<file path="config.mk">
export PLATFORM = sky130hd
export DESIGN_NAME = nibble_serial_sub
export DESIGN_NICKNAME = d
export VERILOG_FILES = /design/src/rtl/nibble_serial_sub.sv
export SDC_FILE = /design/constraint.sdc
export NUM_CORES = 1
export LEC_CHECK = 0
export ABC_AREA = 1
export CAP_MARGIN = 20
export CORE_UTILIZATION = 24
export CTS_BUF_LIST = sky130_fd_sc_hd__clkbuf_4 sky130_fd_sc_hd__clkbuf_8 sky130_fd_sc_hd__clkbuf_16
export DETAILED_ROUTE_END_ITERATION = 8
export HOLD_SLACK_MARGIN = 0.1
export PLACE_DENSITY = 0.49
export SLEW_MARGIN = 20
export SYNTH_ARGS = -nofsm -noshare
export SYNTH_HDL_FRONTEND = slang
export SYNTH_SLANG_ARGS = --single-unit
</file>
<file path="constraint.sdc">
create_clock -name clk -period 3.3 [get_ports clk]
set_clock_uncertainty 0.2 [all_clocks]
set_input_delay 0.33 -clock clk [delete_from_list [all_inputs] [get_ports clk]]
set_output_delay 0.33 -clock clk [all_outputs]
set_load 0.05 [all_outputs]
</file>
<file path="src/rtl/nibble_serial_sub.sv">
// nibble_serial_sub
//   Area-lean serial subtractor: diff = a - b, processed one 4-bit nibble per
//   clock, least significant nibble first. Each nibble is a + ~b + carry built
//   from a 4-bit generate/propagate lookahead slice; the inter-nibble carry is
//   registered so a single slice covers the full operand width.
//
// Ports
//   clk     rising-edge clock
//   rst_n   asynchronous active-low reset
//   start   request pulse, sampled only in IDLE
//   a, b    minuend / subtrahend, captured on an accepted start
//   busy    high while nibbles are being computed
//   done    one-cycle pulse when diff and flags are valid
//   diff    a - b modulo 2^WIDTH
//   borrow  unsigned borrow (a < b)
//   ovf     signed two's-complement overflow
//   zero    diff == 0
module nibble_serial_sub #(
   parameter int unsigned WIDTH = 16
) (
   input  logic             clk,
   input  logic             rst_n,
   input  logic             start,
   input  logic [WIDTH-1:0] a,
   input  logic [WIDTH-1:0] b,
   output logic             busy,
   output logic             done,
   output logic [WIDTH-1:0] diff,
   output logic             borrow,
   output logic             ovf,
   output logic             zero
);

   localparam int unsigned NIB = WIDTH / 4;
   localparam int unsigned IW  = (NIB > 1) ? $clog2(NIB) : 1;
   localparam logic [IW-1:0] LAST_IDX = IW'(NIB - 1);

   typedef enum logic [1:0] {
      IDLE,
      RUN,
      DONE
   } state_t;

   state_t           state;
   logic [WIDTH-1:0] a_r;
   logic [WIDTH-1:0] b_r;
   logic             carry;
   logic [IW-1:0]    idx;

   // Lookahead slice for the current nibble
   int unsigned      base;
   logic [3:0]       an;
   logic [3:0]       bn;
   logic [3:0]       p;
   logic [3:0]       g;
   logic             c1;
   logic             c2;
   logic             c3;
   logic             c4;
   logic [3:0]       nib;
   logic [WIDTH-1:0] diff_next;

   always_comb begin
      base = 32'(idx) * 4;
      an   = a_r[base +: 4];
      bn   = b_r[base +: 4];
      // Subtraction: operate on ~b, the +1 comes in through the initial carry
      p    = an ^ ~bn;
      g    = an & ~bn;
      c1   = g[0] | (p[0] & carry);
      c2   = g[1] | (p[1] & g[0]) | (p[1] & p[0] & carry);
      c3   = g[2] | (p[2] & g[1]) | (p[2] & p[1] & g[0])
           | (p[2] & p[1] & p[0] & carry);
      c4   = g[3] | (p[3] & g[2]) | (p[3] & p[2] & g[1])
           | (p[3] & p[2] & p[1] & g[0])
           | (p[3] & p[2] & p[1] & p[0] & carry);
      nib  = p ^ {c3, c2, c1, carry};
      // Full result as it will look after this edge; the flags on the last
      // nibble are derived from it so they are valid together with done.
      diff_next            = diff;
      diff_next[base +: 4] = nib;
   end

   always_ff @(posedge clk or negedge rst_n) begin
      if (!rst_n) begin
         state  <= IDLE;
         a_r    <= '0;
         b_r    <= '0;
         carry  <= 1'b0;
         idx    <= '0;
         busy   <= 1'b0;
         done   <= 1'b0;
         diff   <= '0;
         borrow <= 1'b0;
         ovf    <= 1'b0;
         zero   <= 1'b0;
      end else begin
         case (state)
            IDLE: begin
               if (start) begin
                  a_r    <= a;
                  b_r    <= b;
                  carry  <= 1'b1;
                  idx    <= '0;
                  diff   <= '0;
                  borrow <= 1'b0;
                  ovf    <= 1'b0;
                  zero   <= 1'b0;
                  busy   <= 1'b1;
                  state  <= RUN;
               end
            end
            RUN: begin
               diff  <= diff_next;
               carry <= c4;
               idx   <= idx + 1'b1;
               if (idx == LAST_IDX) begin
                  borrow <= ~c4;
                  ovf    <= (a_r[WIDTH-1] != b_r[WIDTH-1]) &&
                            (diff_next[WIDTH-1] != a_r[WIDTH-1]);
                  zero   <= (diff_next == '0);
                  busy   <= 1'b0;
                  done   <= 1'b1;
                  state  <= DONE;
               end
            end
            DONE: begin
               done  <= 1'b0;
               state <= IDLE;
            end
            default: begin
               busy  <= 1'b0;
               done  <= 1'b0;
               state <= IDLE;
            end
         endcase
      end
   end

endmodule
</file>
**After elaboration in Yosys (flattened, before gate mapping)**

Index checks and enable logic that the tools add are counted.

- Register bits after elaboration: 58
- Input bits: 35
- Word-level logic and storage cells: 88

- Add/subtract/negate cells: 2
- Equality and inequality tests: 7
- Shift-type cells: 4
- Mux-type cells: 21
- Bitwise operators: 33
- Reduce and logical (&&, ||, !) cells: 10

Operators with widths:

| cell | count |
|---|---|
| $neg A4 Y34 | 1 |
| $shift A4 B34 Y16 const A | 1 |
| $shiftx A4 B34 Y16 | 1 |
| $pmux W16 S2 | 1 |
| $shiftx A16 B5 Y4 | 2 |
| $and A1 B1 Y1 | 16 |
| $bwmux W16 | 1 |
| $logic_not A16 Y1 | 1 |
| $mux W16 | 1 |
| $or A1 B1 Y1 | 10 |
| $pmux W1 S2 | 5 |
| $pmux W2 S2 | 2 |
| $reduce_and A2 Y1 | 4 |
| $xor A4 B4 Y4 | 2 |
| $mux W1 | 7 |
| $mux W2 | 3 |
| $reduce_and A3 Y1 | 2 |
| $and A4 B4 Y4 | 1 |
| $eq A2 B2 Y1 const B | 2 |
| $ne A2 B2 Y1 const B | 2 |
| $not A4 Y4 | 1 |
| $not A1 Y1 | 3 |
| $pmux W1 S3 | 1 |
| $add A2 B1 Y2 const B | 1 |
| other kinds (5) | 6 |

**Longest topological paths before layout**

Gate-level depths: netlist of the first run.

- Depth in word-level cells: 14
- Gate-level depth with buffers: 19
- Depth with buffers taken out: 18

**Worst setup path before layout of the first run**

Ideal clock, no wire load.

- Path kind: register to register
- From: register idx[0]
- To: register zero
- Arrival: 2334 ps
- Required time: 2982 ps
- Slack: 649 ps
- Stages on the path, launching flop included: 17
- Path buffers: 2
- Clock period less this slack: 2651 ps
- Path through: dfrtp_1 -> buf_6 -> buf_2 -> nand2_1 -> a32oi_1 -> inv_1 -> fa_1 -> nor2_1 -> nand2_1 -> o21ai_0 -> nor2_1 -> nand2_1 -> nor2_1 -> nand3_1 -> nor2_1 -> nand3_1 -> nand2_1

- Longest elaborated chain between the ends: 13

RTL lines:

| item | RTL line | source |
|---|---|---|
| start: declaration | 48 | `logic [IW-1:0] idx;` |
| start signal: assignment | 116 | `idx <= idx + 1'b1;` |
| $shiftx A16 B5 Y4 | 66 | `bn = b_r[base +: 4];` |
| $not A4 Y4 | 68, 69 |  |
| $xor A4 B4 Y4 / $and A4 B4 Y4 (equally long branches) | 68, 69 |  |
| $and A1 B1 Y1 (on tied branches) | 72, 73 |  |
| $or A1 B1 Y1 (tied with other cells) | 72 | `c3 = g[2] \| (p[2] & g[1]) \| (p[2] & p[1] & g[0])` |
| $or A1 B1 Y1 / $and A1 B1 Y1 (equally long branches) | 72, 73 |  |
| $or A1 B1 Y1 | 73 | `\| (p[2] & p[1] & p[0] & carry);` |
| $xor A4 B4 Y4 | 77 | `nib = p ^ {c3, c2, c1, carry};` |
| $shiftx A4 B34 Y16 | 81 | `diff_next[base +: 4] = nib;` |
| $bwmux W16 | 81 |  |
| $logic_not A16 Y1 | 121 | `zero <= (diff_next == '0);` |
| $mux W1 | 117 | `if (idx == LAST_IDX) begin` |
| $pmux W1 S2 | 98 | `case (state)` |
| end signal: assignment | 121 |  |
| end: declaration | 31 | `output logic zero` |

Parallel ways exist; a longest one is shown, timed or not. The select of a mux whose other input is x is not followed.
A chain may end at the register's enable or synchronous reset.

**Worst setup path after layout of the first run**

- From: register idx[1]
- To: register zero

The elaborated chain is that of the path after synthesis.

==> results of run 1 <==
-- flip-flops by register name, indices dropped and copies added (netlist names) --
signal  flops
done        1
carry       1
idx         2
b_r        16
ovf         1
state       2
borrow      1
a_r        16
zero        1
busy        1
diff       16
-- power groups by stage --
stage	logic, mW	registers [mW]	clock network [mW]
2_1_floorplan	1.75	1.59	0
3_3_place_gp	2.83	1.29	0
3_5_place_dp	2.86	1.28	0
4_1_cts	2.87	1.28	0.932
5_1_grt	3.21	1.32	0.967
6_report	2.86	1.27	0.905
-- area by class of cell --
type	count	area share
clock inverters	3	0.00978
repair buffers	62	0.147
multi-input cells	286	0.341
flip-flops and latches	58	0.354
clock buffers	12	0.0620
inverters	37	0.0345
well taps	168	0.0513
-- worst register-to-register path, stage by stage, from the launching register on --
cell and delay, ns:
sky130_fd_sc_hd__dfrtp_1 0.47, sky130_fd_sc_hd__inv_1 0.24, sky130_fd_sc_hd__a21oi_1 0.07, sky130_fd_sc_hd__a32oi_1 0.28, sky130_fd_sc_hd__inv_1 0.11, sky130_fd_sc_hd__fa_1 0.48, sky130_fd_sc_hd__nor2_1 0.22, sky130_fd_sc_hd__nand2_1 0.10
sky130_fd_sc_hd__o21ai_0 0.25, sky130_fd_sc_hd__nor2_1 0.10, sky130_fd_sc_hd__nand2_1 0.07, sky130_fd_sc_hd__nor2_1 0.04, sky130_fd_sc_hd__nand3_1 0.06, sky130_fd_sc_hd__nor2_1 0.04, sky130_fd_sc_hd__nand3_1 0.07, sky130_fd_sc_hd__nand2_1 0.05
-- worst paths after layout --
path / from / end / slack (ns) / cells after the start
setup / recovery: idx[1] / zero / 0.34 / 15
hold / removal: a_r[11] / a_r[11] / 0.28 / 2
setup reg to reg: idx[1] / zero / 0.34 / 15
hold reg to reg: a_r[11] / a_r[11] / 0.28 / 2
max in group asynchronous: rst_n / b_r[12] / 1.68 / 3
min in group asynchronous: rst_n / ovf / 0.36 / 2
-- placed cells by master, fill, tap and decap left out, drive strengths merged --
cell type      count
a21o               2
a21oi             11
a22o               9
a32o               2
a32oi              2
buf                7
bufinv             1
clkbuf            12
clkdlybuf4s50     54
clkinv             3
dfrtp             58
dlygate4sd3        1
fa                 1
ha                11
inv               36
nand2            169
nand3             18
nand4              6
nor2              28
nor3               1
o21ai             18
o22ai              7
o31ai              1
-- metal layers --
layer | part of all wire | wire [um] | GRT usage | vias to the layer above
li1 | - | - | - | 1385
met1 | 0.49 | 3830 | 0.172 | 1232
met2 | 0.45 | 3520 | 0.204 | 65
met3 | 0.044 | 346 | 0.0332 | 8
met4 | 0.012 | 95 | 0.0494 | 0
met5 | 0 | 0 | 0 | -
-- kinds of logic after synthesis --
group	after synthesis	share of synthesized area
compound gates	52	0.109
simple gates	222	0.297
buf+inv	50	0.0672
fa+ha+maj	12	0.0516
flops	58	0.475
-- metrics by stage --
step / utilization / instances
5_1_grt: 0.335 / 626
3_3_place_gp: 0.310 / 610
4_1_cts: 0.335 / 626
3_5_place_dp: 0.310 / 610
6_report: 0.335 / 626
2_1_floorplan: - / 394
==> flow_results.org, run 1 <==
** Clock tree
- Clock latency at the later pin of the worst-skew pair :: 0.32 ns
- Longest Clk Path Bufs :: 2
- CTS saw 58 sinks.
- Count of hold buffers inserted by post-cts repair :: 1
- Clock-pin slew was measured on the worst setup and hold paths at 0.05 ns.
- H-tree lvl count :: 3
- CTS resizes :: 0
- Once the clock tree was built, the setup fixing pass inserted 0 buffers.
- The number of clock buffers added by TritonCTS is 9.
- Buffer cell driving the clock tree root :: sky130_fd_sc_hd__clkbuf_16
- CTS tree :: done

** Global routing
- Global-route wire length before repair :: ~13000 um
- Pin count of the biggest net entering global routing :: 36
- The via count of the first global-routing pass is ~2700.
- Number of antenna violations at the first check in global routing :: 0
- The total overflow left after global routing is 0.
- GR Util All Layers :: 0.130

** Timing
- RSZ-0062 raised after global routing :: no
- Setup TNS :: 0 ns
- After layout, the minimum clock period comes to 2.96 ns.
- Across all hold checks on the routed design, the worst slack comes to ~0.28 ns.
- Setup violations remaining at the end of the flow were counted as 0.
- Highest Clock Rate :: 338 MHz
- Rel. slew slack :: 0.569
- After layout, the worst setup slack is approximately 0.34 ns.
- For the pin with the worst max-slew slack, the measured transition is 0.646 ns.
- In the finished design, the share of the clock period the worst path needs comes to 0.897.
- The max-slew violation count is 0.
- Hold Vio Cnt, Final :: 0

** Power
- Across the VDD grid, the largest voltage drop is about 360 uV.
- Total power for the finished layout comes to between 5 and 6 mW.
- Share of power burned in registers :: 0.252
- Internal portion of total power :: between 2 and 3 mW
- Of the total power, the share spent switching nets is 0.479.
- Dividing total power by cell area gives a power density of about 1200 mW/mm^2.
- The share of total power dissipated in the clock network is 0.180.
- The share of total power dissipated in combinational logic is 0.568.
- Net Sw Power :: 2.42 mW
- Static leakage power :: 2.04 nW

** Layout
- In the final layout, the multi-input gates occupy roughly 0.0014 sq mm.
- At the end of the flow, the number of nets in the layout was 501.
- Of the cells placed in the final design, the portion with a size suffix greater than 1 is 0.0808.
- 0 antenna diodes ended up in the layout.
- With fillers left out, the area of the finished cells amounts to ~0.004 sq mm.
- Fill cells in the final layout number 1322.
- In the final layout, flip-flops and latches occupy between 0.001 and 0.0015 sq mm.
- Layout Area Growth over Synthesis :: 34.1%

** Logic synthesis
- The number of nets handed over by synthesis was ~440.
- Counting flops with an async set or reset pin after synthesis yields a share of 1.00.
- The most used flip-flop cell after synthesis is sky130_fd_sc_hd__dfrtp_1.
- Leading post-synthesis cells by instance count :: sky130_fd_sc_hd__nand2_1, sky130_fd_sc_hd__dfrtp_1, sky130_fd_sc_hd__inv_1
- Summed over all instances, the cell type with the most area after synthesis is sky130_fd_sc_hd__dfrtp_1.
- The number of different library cells used by synthesis comes to 31.
- For this run, the register share of the synthesized area comes to 0.475.
- A synthesized cell averages approximately 7.8 sq um.
- Most common cell in the synthesized netlist :: sky130_fd_sc_hd__nand2_1
- Cell count after synthesis :: 394
- Top cells by area, synth :: sky130_fd_sc_hd__dfrtp_1, sky130_fd_sc_hd__nand2_1, sky130_fd_sc_hd__ha_1
- Counting flops and latches in the post-synthesis netlist gives between 50 and 60.
- Count of flip-flops with a built-in enable after synthesis :: 0
- The share of synthesized area in the top cell type comes to 0.475.
- After synthesis the cells add up to 0.00305 sq mm.
- Yosys printed 0 warnings.

** Place
- Input and output buffers added on the ports amount to 55.
- Pre-CTS WS :: about 0.41 ns
- Detailed-placement wirelength estimate :: 5840 um
- The congestion estimate from routability-driven global placement came to a little over 0.8.
- The placed instances occupy a cell area of around 0.0038 sq mm.

** Detailed routing
- Wire length reported by the detailed router :: around 7800 um
- Via count :: about 2700
- First DRT Iteration DRCs :: 145
- In the routed design, unresolved DRC markers number 0.
- In this run the remaining antenna-violating nets after routing total 0.
- In the routed layout, each cell is associated on average with a via count of 4.30.
- Dividing the detail-routed wire length by the instance count gives roughly 12 um.
- First-pass iteration count of the detailed router :: 4

** Run
- Max-cap violations in this run came to 0.

** Floorplanning
- After floorplanning, the core was divided into 40 placement rows.
- For this configuration, the core starts out at a cell density of 0.250.
- From left edge to right edge, the die measures roughly 110 um.
- The floorplan step set the die height to between 100 and 150 um.
- The die covers around 0.013 sq mm.
- Area of the core region :: about 0.012 sq mm
- During I/O placement, the number of pins put on the boundary was 56.

** Setup path
- Cells along the critical path :: inv_1 -> a21oi_1 -> a32oi_1 -> inv_1 -> fa_1 -> nor2_1 -> nand2_1 -> o21ai_0 -> nor2_1 -> nand2_1 -> nor2_1 -> nand3_1 -> nor2_1 -> nand3_1 -> nand2_1
- The worst setup path is launched from a register.
- Type of destination of the critical path :: register
- Crit Path Class :: register to register
- Worst path most repeated cell :: sky130_fd_sc_hd__nor2_1
- Cell class contributing the biggest share of worst-path delay :: simple AND/OR/NAND/NOR gates
- Along the worst path, the maximum fanout reaches 9.
- Data on the critical path arrives at its endpoint at slightly below 3 ns.
- Crit path required time :: approximately 3.3 ns
- The number of buffers and inverters on the critical path is 2.
- The slowest stage of the critical path is the sky130_fd_sc_hd__fa_1 cell.
- On the worst path, the slowest cell contributes a delay of 0.48 ns.

** Hold path
- Hold crit path type :: register to register

** Status
- The run finished with clean final reports.
Note: power is estimated with default switching activity, not from simulation.
==> run 2: changes to the inputs <==
--- a/config.mk
+++ b/config.mk
@@ -11,8 +11,9 @@
 export CTS_BUF_LIST = sky130_fd_sc_hd__clkbuf_4 sky130_fd_sc_hd__clkbuf_8 sky130_fd_sc_hd__clkbuf_16
 export DETAILED_ROUTE_END_ITERATION = 8
 export HOLD_SLACK_MARGIN = 0.1
+export MAX_ROUTING_LAYER = met4
 export PLACE_DENSITY = 0.49
-export SLEW_MARGIN = 20
+export SKIP_LAST_GASP = 1
 export SYNTH_ARGS = -nofsm -noshare
 export SYNTH_HDL_FRONTEND = slang
 export SYNTH_SLANG_ARGS = --single-unit
==> run 2 against run 1 <==
Maximum frequency is 0.30% lower. Critical endpoint unchanged. Critical path type unchanged. Power hardly changed. Combinational power hardly changed. Setup slack worse by 0.0089 ns. Clock power hardly changed.
==> flow_results.org, run 2 (synthesis gave the netlist of run 1 again) <==
** Status
- Result of the run: finished clean (unchanged).

** Setup path
- Buffer and inverter count on the worst path :: 2 (unchanged)
- The critical path's most frequent cell is sky130_fd_sc_hd__nor2_1 (unchanged).
- The critical path's top delay family is simple AND/OR/NAND/NOR gates (unchanged).
- Crit path max fanout :: 9 (unchanged)
- The data required time of the critical path was 3.30 ns (about the same).
- The endpoint kind of the worst setup timing path was a register (unchanged).
- Largest stage delay on the critical path :: 0.48 ns (about the same)
- The standard cell with the maximum stage delay on the critical path was sky130_fd_sc_hd__fa_1 (unchanged).
- The critical path class was register to register (unchanged).
- Worst Path Arrival :: 2.97 ns (was 2.96 ns)
- Worst setup SP type :: register (unchanged)
- The worst setup path startpoint is idx[1] (unchanged).
- The startpoint of the worst register-to-register path is idx[1] (unchanged).
- Cells along the critical path :: inv_1 -> a21oi_1 -> a32oi_1 -> inv_1 -> fa_1 -> nor2_1 -> nand2_1 -> o21ai_0 -> nor2_1 -> nand2_1 -> nor2_1 -> nand3_1 -> nor2_1 -> nand3_1 -> nand2_1 (unchanged)

** Place
- The count of input and output buffers was 55 (unchanged).
- The final RePlAce weighted congestion is 0.845 (was 0.832).
- Pre-CTS WS :: 0.412 ns (unchanged)
- Detailed-placement wirelength estimate :: 5840 um (unchanged)
- Post-detailed-placement cell area :: 0.00379 sq mm (unchanged)
- The number of placed instances with taps included was 610 (unchanged).

** Global routing
- The total routing resource utilization after global routing was 0.134 (was 0.130).
- Global-route wire length before repair :: 13100 um (about the same)
- Number of antenna violations at the first check in global routing :: 0 (unchanged)
- GRT overflow :: 0 (unchanged)
- The pin count of the biggest net entering global routing came to 36 (unchanged).
- Number of global-route vias before repair :: 2655 (was 2664)

** Power
- Final Total Pwr :: 5.04 mW (about the same)
- The worst voltage drop across the vdd grid came to 356 uV (was 357 uV).
- The cell area power density was 1230 mW/mm^2 (about the same).
- The leakage power summed over all cells came to 2.04 nW (unchanged).

** Detailed routing
- Detailed-route vias per instance :: 4.29 (was 4.30)
- The number of DRC markers after the initial detailed-route iteration is 140 (was 145).
- The post-detailed-route count of antenna-violating nets was 0 (unchanged).
- Number of DRC violations after detailed routing :: 0 (unchanged)
- Wire length reported by the detailed router :: 7770 um (was 7790 um)
- First-pass iteration count of the detailed router :: 4 (unchanged)
- Via count :: 2686 (was 2690)
- Routed wire per std cell :: 12.4 um (about the same)

** Layout
- Biggest regs :: a_r x16, b_r x16, diff x16 (unchanged)
- The number of diodes added for antenna fixing was 0 (unchanged).
- The synthesis-to-layout area growth is 34.1% (unchanged).
- Most common cell after layout, fill and taps aside :: sky130_fd_sc_hd__nand2_1 (unchanged)
- Post-route design area :: 0.00410 sq mm (unchanged)
- The final net count was 501 (unchanged).
- The post-layout utilization of the core is 0.335 (unchanged).
- The fraction of final layout cells sized beyond drive strength 1 is 0.0808 (unchanged).
- Most used cells in the layout excluding fill and tap cells :: sky130_fd_sc_hd__nand2_1, sky130_fd_sc_hd__dfrtp_1, sky130_fd_sc_hd__clkdlybuf4s50_1 (unchanged)
- Final std cells w/o fill :: 626 (unchanged)

** Run
- The max-capacitance violation count is 0 (unchanged).

** Timing
- Hold Vio Cnt, Final :: 0 (unchanged)
- Slew @ Worst Pin :: 0.641 ns (was 0.646 ns)
- RSZ-0062 raised after global routing :: no (unchanged)
- The final clock period utilization by the worst path is 0.899 (was 0.897).
- Final number of setup-violating endpoints :: 0 (unchanged)
- The normalized max-slew margin is 0.572 (was 0.569).
- The final critical-path required period came to 2.97 ns (was 2.96 ns).
- Highest Clock Rate :: 337 MHz (was 338 MHz)
- The max-slew violation count was 0 (unchanged).
- Final setup slack of the worst path :: 0.333 ns (was 0.342 ns)
- The post-route worst hold slack was 0.277 ns (was 0.276 ns).
- Setup TNS :: 0 ns (unchanged)

** Clock tree
- Clock latency at the later pin of the worst-skew pair :: 0.32 ns (about the same)
- Post-CTS setup buffer count :: 0 (unchanged)
- The CTS H-tree depth came to 3 (unchanged).
- The clock tree from TritonCTS is done (unchanged).
- The largest buffer count on any clock path came to 2 (unchanged).
- Buffer cell driving the clock tree root :: sky130_fd_sc_hd__clkbuf_16 (unchanged)
- Clk sink count :: 58 (unchanged)
- Cts bufs inserted :: 9 (unchanged)
- The clock slew at the register clock pins of the worst setup and hold paths is 0.05 ns (about the same).

** Floorplanning
- The starting utilization of the core area came to 0.250 (unchanged).
- Area of the core region :: 0.0122 sq mm (unchanged)
- The top-level port count came to 56 (unchanged).
- The total die area was 0.0132 sq mm (unchanged).
- The floorplan die width was 115 um (unchanged).
- The die boundary height is 115 um (unchanged).
- The count of standard-cell rows is 40 (unchanged).

** Hold path
- Launch point of the worst hold path :: a_r[11] (unchanged)
- The type of the worst min-delay path was register to register (unchanged).
## run 2: cell counts in the layout (fill, tap and decap cells not counted)
Identical to the previous run, type by type.
## run 2: final timing paths
check | slack, ns | cells after the start | endpoint
max | 0.33 | 15 | zero
min | 0.28 | 2 | a_r[11]
max reg2reg | 0.33 | 15 | zero
min reg2reg | 0.28 | 2 | a_r[11]
max in group asynchronous | 1.68 | 3 | b_r[12]
min in group asynchronous | 0.36 | 2 | ovf
## run 2: what timing repair did
action                                 4_1_cts  5_1_grt
endpoints found under the hold margin       26        0
hold buffers                                 1        0
gates resized for setup                      0        0
## run 2: metal layers
metal,routed length (um),share of wire,track usage
met3,346,0.045,0.0332
met2,3520,0.45,0.204
met1,3800,0.49,0.172
met5,0,0,-
met4,108,0.014,0.0494
## run 2: final cells by class
| class | instances | area, sq um |
|---|---|---|
| Clock buffer | 12 | 254 |
| Inverter | 37 | 141 |
| Fill cell | 1322 | 8120 |
| Clock inverter | 3 | 40.0 |
| Multi-Input combinational cell | 286 | 1400 |
| Timing Repair Buffer | 62 | 601 |
| Tap cell | 168 | 210 |
| Sequential cell | 58 | 1450 |
## run 2: worst reg2reg max path: stages (launching register included)
cell	delay (ns)
sky130_fd_sc_hd__dfrtp_1	0.47
sky130_fd_sc_hd__inv_1	0.24
sky130_fd_sc_hd__a21oi_1	0.07
sky130_fd_sc_hd__a32oi_1	0.28
sky130_fd_sc_hd__inv_1	0.11
sky130_fd_sc_hd__fa_1	0.48
sky130_fd_sc_hd__nor2_1	0.22
sky130_fd_sc_hd__nand2_1	0.10
sky130_fd_sc_hd__o21ai_0	0.25
sky130_fd_sc_hd__nor2_1	0.10
sky130_fd_sc_hd__nand2_1	0.07
sky130_fd_sc_hd__nor2_1	0.04
sky130_fd_sc_hd__nand3_1	0.06
sky130_fd_sc_hd__nor2_1	0.04
sky130_fd_sc_hd__nand3_1	0.07
sky130_fd_sc_hd__nand2_1	0.06
## run 2: power breakdown
group	total [mW]	internal (mW)	leakage [nW]	switching, mW
clock network	0.906	0.613	0.149	0.293
logic	2.86	0.971	1.15	1.89
registers	1.27	1.04	0.742	0.229
